$ cat src/rtl/regfile_ctrl_pkg.sv
`default_nettype none
// ============================================================================
// Module  : regfile_ctrl_pkg
// Purpose : Shared definitions for the register-file command controller.
//           This package holds the default geometry parameters and the
//           controller state encoding.
// Revision: 1.0 - initial release
// ============================================================================
package regfile_ctrl_pkg;

  localparam int DEF_WIDTH  = 16;  // register-file word width
  localparam int DEF_DEPTH  = 8;   // implemented registers
  localparam int DEF_CMD_AW = 4;   // command address width (one spare bit)
  localparam int DEF_RF_AW  = 3;   // register-file address width
  localparam int TXN_CNT_W  = 16;  // completed-response counter width

  typedef enum logic [2:0] {
    ST_IDLE    = 3'd0,
    ST_WRITE   = 3'd1,
    ST_RD_REQ  = 3'd2,
    ST_RD_WAIT = 3'd3,
    ST_RESP    = 3'd4
  } state_t;

endpackage : regfile_ctrl_pkg
`default_nettype wire

$ cat src/rtl/regfile_cmd_ctrl.sv
`default_nettype none
// ============================================================================
// Module  : regfile_cmd_ctrl
// Purpose : Converts a valid/ready command stream (read/write + address)
//           into register-file strobes, and returns one valid/ready response
//           per command. Out-of-range addresses are answered with rsp_err and
//           never reach the register file.
// Ports   : clk/rst       - clock, asynchronous active-low reset
//           cmd_*         - command channel (valid/ready, write, addr, wdata)
//           rsp_*         - response channel (valid/ready, rdata, err)
//           rf_*          - register-file strobe/address/data interface
//           txn_cnt       - completed-response count (wraps)
// Revision: 1.0 - initial release
// ============================================================================
module regfile_cmd_ctrl
  import regfile_ctrl_pkg::*;
#(
  parameter int WIDTH  = DEF_WIDTH,
  parameter int DEPTH  = DEF_DEPTH,
  parameter int CMD_AW = DEF_CMD_AW,
  parameter int RF_AW  = DEF_RF_AW
) (
  input  logic                 clk,
  input  logic                 rst,
  // command channel
  input  logic                 cmd_valid,
  output logic                 cmd_ready,
  input  logic                 cmd_write,
  input  logic [CMD_AW-1:0]    cmd_addr,
  input  logic [WIDTH-1:0]     cmd_wdata,
  // response channel
  output logic                 rsp_valid,
  input  logic                 rsp_ready,
  output logic [WIDTH-1:0]     rsp_rdata,
  output logic                 rsp_err,
  // register-file side
  output logic                 rf_wrEN,
  output logic                 rf_rdEN,
  output logic [RF_AW-1:0]     rf_address,
  output logic [WIDTH-1:0]     rf_wrData,
  input  logic [WIDTH-1:0]     rf_rdData,
  // statistics
  output logic [TXN_CNT_W-1:0] txn_cnt
);

  state_t state_q, state_d;

  logic                 accept_w;
  logic                 in_range_w;

  logic [RF_AW-1:0]     addr_q;
  logic [WIDTH-1:0]     wdata_q;
  logic [WIDTH-1:0]     rdata_q;
  logic                 err_q;
  logic [TXN_CNT_W-1:0] txn_cnt_q;

  assign accept_w   = cmd_valid && (state_q == ST_IDLE);
  // Compared at 32 bits so the check stays correct even when DEPTH equals
  // 2**CMD_AW and would not fit in the command address width.
  assign in_range_w = (32'(cmd_addr) < 32'(DEPTH));

  // --------------------------------------------------------------------------
  // State register
  // --------------------------------------------------------------------------
  always_ff @(posedge clk or negedge rst) begin
    if (!rst) begin
      state_q <= ST_IDLE;
    end else begin
      state_q <= state_d;
    end
  end

  // --------------------------------------------------------------------------
  // Next-state logic
  // --------------------------------------------------------------------------
  always_comb begin
    state_d = state_q;
    unique case (state_q)
      ST_IDLE: begin
        if (accept_w) begin
          if (!in_range_w)    state_d = ST_RESP;
          else if (cmd_write) state_d = ST_WRITE;
          else                state_d = ST_RD_REQ;
        end
      end
      ST_WRITE:   state_d = ST_RESP;
      ST_RD_REQ:  state_d = ST_RD_WAIT;
      ST_RD_WAIT: state_d = ST_RESP;
      ST_RESP: begin
        if (rsp_ready) state_d = ST_IDLE;
      end
      default:    state_d = ST_IDLE;
    endcase
  end

  // --------------------------------------------------------------------------
  // Command capture, response data and transaction counter.
  // The command is only ever sampled on acceptance, so the inputs are free to
  // change once the controller has left IDLE.
  // --------------------------------------------------------------------------
  always_ff @(posedge clk or negedge rst) begin
    if (!rst) begin
      addr_q    <= '0;
      wdata_q   <= '0;
      rdata_q   <= '0;
      err_q     <= 1'b0;
      txn_cnt_q <= '0;
    end else begin
      if (accept_w) begin
        // rf_address keeps its previous value for rejected commands.
        if (in_range_w) begin
          addr_q <= cmd_addr[RF_AW-1:0];
        end
        wdata_q <= cmd_wdata;
        rdata_q <= '0;
        err_q   <= !in_range_w;
      end
      // Sampling on the exit of RD_WAIT gives a registered register file its
      // one cycle of latency while still working with a combinational one.
      if (state_q == ST_RD_WAIT) begin
        rdata_q <= rf_rdData;
      end
      if ((state_q == ST_RESP) && rsp_ready) begin
        txn_cnt_q <= txn_cnt_q + 1'b1;
      end
    end
  end

  // --------------------------------------------------------------------------
  // Output decode (purely from state so strobes drop as soon as reset hits)
  // --------------------------------------------------------------------------
  always_comb begin
    cmd_ready  = 1'b0;
    rsp_valid  = 1'b0;
    rsp_rdata  = '0;
    rsp_err    = 1'b0;
    rf_wrEN    = 1'b0;
    rf_rdEN    = 1'b0;
    rf_wrData  = '0;
    rf_address = addr_q;
    txn_cnt    = txn_cnt_q;
    unique case (state_q)
      ST_IDLE: begin
        cmd_ready = 1'b1;
      end
      ST_WRITE: begin
        rf_wrEN   = 1'b1;
        rf_wrData = wdata_q;
      end
      ST_RD_REQ, ST_RD_WAIT: begin
        rf_rdEN = 1'b1;
      end
      ST_RESP: begin
        rsp_valid = 1'b1;
        rsp_rdata = rdata_q;
        rsp_err   = err_q;
      end
      default: begin
        cmd_ready = 1'b0;
      end
    endcase
  end

endmodule : regfile_cmd_ctrl
`default_nettype wire
$ cat config.mk
export PLATFORM = sky130hd
export DESIGN_NAME = regfile_cmd_ctrl
export DESIGN_NICKNAME = d
export VERILOG_FILES = /design/src/rtl/regfile_ctrl_pkg.sv /design/src/rtl/regfile_cmd_ctrl.sv
export SDC_FILE = /design/constraint.sdc
export NUM_CORES = 1
export LEC_CHECK = 0
export CORE_MARGIN = 1.5
export CORE_UTILIZATION = 44
export DETAILED_ROUTE_END_ITERATION = 7
export PLACE_DENSITY = 0.87
export SLEW_MARGIN = 0
export SYNTH_ARGS = -nofsm -noshare
export SYNTH_HDL_FRONTEND = slang
export SYNTH_SLANG_ARGS = --single-unit
$ cat constraint.sdc
create_clock -name clk -period 2 [get_ports clk]
set_input_delay 0.3 -clock clk [delete_from_list [all_inputs] [get_ports clk]]
set_output_delay 0.3 -clock clk [all_outputs]
set_load 0.02 [all_outputs]
Word-level counts from Yosys, hierarchy flattened
Index checks and enable logic that the tools add are counted.

Add/subtract/negate cells: 1. Magnitude comparators: 1. Eq/ne operators: 6. Muxes and demuxes: 14. Reduce and logical (&&, ||, !) cells: 9.

Operators with widths (number): two-way mux 16 bit (4); adder 16 x 1 -> 16 bit (second input constant) (1); one-hot mux 3 bit (4 select lines) (1); two-way mux 3 bit (3); == test 3 x 2 -> 1 bit (second input constant) (2); two-way mux 1 bit (5); < comparator 4 bit (second input constant) (1); != test 2 bit (second input constant) (2); AND reduction 2 bit (2); OR reduction 2 bit (2); == test 3 x 1 -> 1 bit (second input constant) (1); == test 3 bit (second input constant) (1); zero test 3 bit (1); logical AND 1 bit (2); two-way mux 2 bit (1); nonzero test 2 bit (1); zero test 1 bit (1).

Register bits after elaboration: 55. Input port bits: 41.

Depth between registers and ports, before layout
Word-level depth: 4. Mapped depth: 7. Gate-level depth less buffers: 5.

Worst setup path before layout
Ideal clock, no wire load.

Kind: register to output. From: reg state_q[2]. To: out rf_wrData[10]. Arrival time: 1587 ps. Slack: 113 ps. Stages on the path, launching flop included: 5. Buffers on the path: 2. Cell sequence: dfrtp_1 -> buf_2 -> nor3b_1 -> clkbuf_1 -> and2_1.

Cells in the longest elaborated chain, start to end: 2.

RTL lines: from (decl) (line regfile_cmd_ctrl.sv:46) `state_t state_q, state_d;`; from (signal assigned) (line regfile_cmd_ctrl.sv:69) `state_q <= state_d;`; == test 3 x 1 -> 1 bit (line regfile_cmd_ctrl.sv:142) `unique case (state_q)`; two-way mux 16 bit (line regfile_cmd_ctrl.sv:142); to (decl) (line regfile_cmd_ctrl.sv:40) `output logic [WIDTH-1:0] rf_wrData,`.

Every way passes these cells.

Worst setup path in the final report
From: reg state_q[1]. To: out rsp_rdata[1].

Cells in the longest elaborated chain, start to end: 2.

RTL lines: == test 3 bit (line regfile_cmd_ctrl.sv:142); two-way mux 16 bit (line regfile_cmd_ctrl.sv:142); to (decl) (line regfile_cmd_ctrl.sv:34) `output logic [WIDTH-1:0] rsp_rdata,`.

Every way passes these cells.

==> results by group <==
Status
  • Outcome: finished, final reports clean

Clock tree
  • TritonCTS clock tree: done
  • Clock sink total: 55
  • Post-CTS setup buffer count: 0
  • Level count of the clock H-tree: 2
  • CTS root buffer: sky130_fd_sc_hd__clkbuf_8
  • Post-CTS clock slew at the launch and capture registers of the worst setup and hold paths: 0.09 ns
  • Clock buffer count from CTS: 5
  • Skew-Pair Late Insertion Delay: 0.30 ns
  • Clock tree buffer depth: 2

Die
  • Horizontal die dimension: 78.5 um
  • DIE AREA: 6160 um^2
  • I/O Pins: 97
  • Die boundary height: 78.5 um
  • Number of standard-cell rows in the floorplan: 27
  • Standard cell core area: 5510 um^2
  • Effective utilization at floorplan: 45.5%

Run
  • Maximum capacitance violations: 0

Yosys
  • Share of the synthesized area in compound gates (AO/OA/AOI/OAI): 4.54%
  • Fraction of the yosys area taken by sequential cells: 54.9%
  • Cells taking the most area after synthesis: sky130_fd_sc_hd__dfrtp_1, sky130_fd_sc_hd__mux2_2, sky130_fd_sc_hd__and2_1
  • Number of flops mapped to enable cells by yosys: 0
  • Most frequently used cell type in the post-synthesis netlist: sky130_fd_sc_hd__dfrtp_1
  • Cell type contributing the most total cell area after synthesis: sky130_fd_sc_hd__dfrtp_1
  • Average size of a mapped cell: 10.8 um^2
  • Ys flop type: sky130_fd_sc_hd__dfrtp_1
  • Most numerous cell types in the synthesized netlist: sky130_fd_sc_hd__dfrtp_1, sky130_fd_sc_hd__nand2_1, sky130_fd_sc_hd__and2_1
  • Adder-Cell Fraction of Synth Area: 0.499%
  • Post-synthesis async set-or-reset flop share: 100%
  • Post-synthesis instance area: 2510 um^2
  • Number of distinct standard cells referenced by the synthesized netlist: 29
  • Number of synthesized register bits: 55
  • Combinational family with the most area after synthesis: simple AND/OR/NAND/NOR gates
  • Syn Inst Count: 232
  • Synth Net Count: 274
  • Parity-gate share of the synthesized area counting xor and xnor cells: 5.24%
  • Proportion of synthesized area in mux cells: 9.43%
  • Simple logic cell fraction of the synthesized area: 22.0%
  • Synth warn: 0
  • Share of the synthesized area in the top cell type: 54.9%

Power and ir drop
  • Sequential share of power: 41.3%
  • Power density normalized to cell area: 1120 nW/um^2
  • Internal cell power: 0.00261 W
  • Fraction of power consumed by the clock network: 16.2%
  • Net switching fraction of the power: 35.0%
  • Maximum ir drop on the vdd rail: 0.686 mV
  • Combinational share of power: 42.5%
  • Leak: 1.63 nW
  • Switching power: 0.00141 W

GRT
  • Via count of the first global-routing pass: 1884
  • Pin count of the biggest net entering global routing: 34
  • Global router's overall resource usage: 19.1%
  • Antenna violations before repair: 0
  • Global route overflow: 0
  • First-pass GRT wire length: 9.05 mm

Worst setup path
  • Startpoint of the worst setup timing path: state_q[1]
  • Startpoint kind of the worst setup timing path: register
  • Largest fanout on the critical path: 11
  • CP Data Arrival Time: 1.61 ns
  • Critical path's largest stage delay: 0.45 ns
  • Worst-case reg-to-reg path depth: 5
  • Slowest stage cell, crit path: sky130_fd_sc_hd__dfrtp_1
  • Critical path type: reg2out
  • Critical Path End Type: primary output
  • Required time of the critical path: 1.70 ns
  • Worst-case register-to-register setup slack: 0.22 ns
  • Crit-path cells: nor3b_2 > buf_4 > and2_1 > clkdlybuf4s15_1
  • Reg2reg start: state_q[1]
  • Reg2reg end: txn_cnt[10]

Route
  • Routed WL: 5.59 mm
  • Number of design rule violations left after detail routing: 0
  • Wire length per cell: 13.7 um
  • Count of vias placed by the detailed router: 1970
  • Number of design-rule violations left by the first detailed-router iteration: 42
  • Remaining number of nets flagged by the antenna check after routing: 0
  • Drt pass-1 iters: 4
  • Vias/cell: 4.84

Place
  • Placed standard-cell area: 3590 um^2
  • Placed instance count: 397
  • Number of buffers inserted by port buffering: 96
  • Placer's final routability congestion estimate: 0.829
  • Pre-CTS setup slack: 0.0743 ns
  • HPWL Detailed: 4.14 mm

Finish
  • Design area: 3590 um^2
  • Final-stage net count: 376
  • Number of antenna diodes: 0
  • Area growth from synthesis to layout: 43.0%
  • Share of layout cells above drive strength 1: 20.9%
  • Count of non-filler cells in the finished layout: 407

Timing
  • Setup tns final: 0 ns
  • Final setup viols: 0
  • Final hold slack: 0.495 ns
  • Maximum clock skew at final layout: 0.00947 ns
  • Max Transition Viols Final: 0
  • Setup repair after global routing missed its margin: false
  • Worst setup slack after layout: 0.0917 ns
  • Crit path time final: 1.91 ns
  • Peak clock frequency supported by timing: 524 MHz
  • Transition time at the pin with the least slew margin: 0.547 ns
  • Max-slew headroom: 62.6%
  • Ratio of final minimum period to clock period: 95.4%
  • Hold Vio Cnt, Final: 0

Min path
  • Beginning of the worst hold path: txn_cnt[15]
  • Kind of path behind the tightest hold check: reg2reg
  • Worst Hold Endpoint: txn_cnt[15]
  • Cell depth of the worst hold path: 1
## final cells by class
class                           count  area, um^2
Fill cell                         469        1920
Sequential cell                    55        1380
Multi-Input combinational cell    160        1060
Timing Repair Buffer              108         948
Clock buffer                        8         100
Tap cell                           72        90.1
Inverter                            4        15.0
## power groups by stage
| stage | registers [W] | logic (W) | clock network, W |
|---|---|---|---|
| after global placement | 0.00167 | 0.00179 | 0 |
| after floorplan | 0.00171 | 0.00100 | 0 |
| after CTS | 0.00166 | 0.00174 | 0.000680 |
| final | 0.00166 | 0.00171 | 0.000651 |
| after detailed placement | 0.00168 | 0.00184 | 0 |
| after global routing | 0.00170 | 0.00185 | 0.000718 |
## layer usage
metal	up-vias	share of wire [%]	global-route usage, %
met5	-	0	0
li1	971	-	-
met4	0	1.3	5.89
met1	914	44	23.8
met3	4	9.0	7.56
met2	81	46	30.7
## placed cells by master, fill, tap and decap left out, drive strengths merged, types with 9 or more instances in the layout
cell / n
clkdlybuf4s50: 58
dfrtp: 55
nand2: 37
and2: 35
clkbuf: 33
mux2: 21
o21ai: 16
buf: 11
xnor2: 10
clkdlybuf4s15: 9
## per-stage QoR
step	total power [W]	util, %
after global placement	0.00346	65.2
after floorplan	0.00271	-
after global routing	0.00427	65.1
after detailed placement	0.00352	65.2
after CTS	0.00408	66.3
final	0.00402	65.1
## registers in the layout, indices dropped and copies added, names as in the netlist
| signal | count |
|---|---|
| wdata_q | 16 |
| err_q | 1 |
| rf_address | 3 |
| rdata_q | 16 |
| state_q | 3 |
| txn_cnt | 16 |
## timing repair
action,4_1_cts,5_1_grt
hold buffers,1,0
resized for setup,38,60
setup endpoints to repair,37,30
hold endpoints to repair,22,0
cloned,0,1
## kinds of logic after synthesis
| kind of cell | count (synthesis) |
|---|---|
| simple gates | 102 |
| xor+xnor | 15 |
| buf+inv | 17 |
| mux | 21 |
| fa+ha+maj | 1 |
| flops | 55 |
| compound gates | 21 |
## critical path, delay by kind of cell, from the launching register on
family	cells	cell delay (ns)
and+or+nand+nor	2	0.36
DFF	1	0.45
buffers and inverters	2	0.49
## worst max path at each step
| stage | to | depth (start not counted) |
|---|---|---|
| 6_report | rsp_rdata[1] | 4 |
| 4_1_cts | rf_wrData[10] | 4 |
| 2_1_floorplan | rf_wrData[10] | 4 |
| 3_5_place_dp | txn_cnt[15] | 5 |
| 3_3_place_gp | rf_wrData[10] | 4 |
| 5_1_grt | rsp_rdata[1] | 4 |
(Power assumes the default switching activity.)
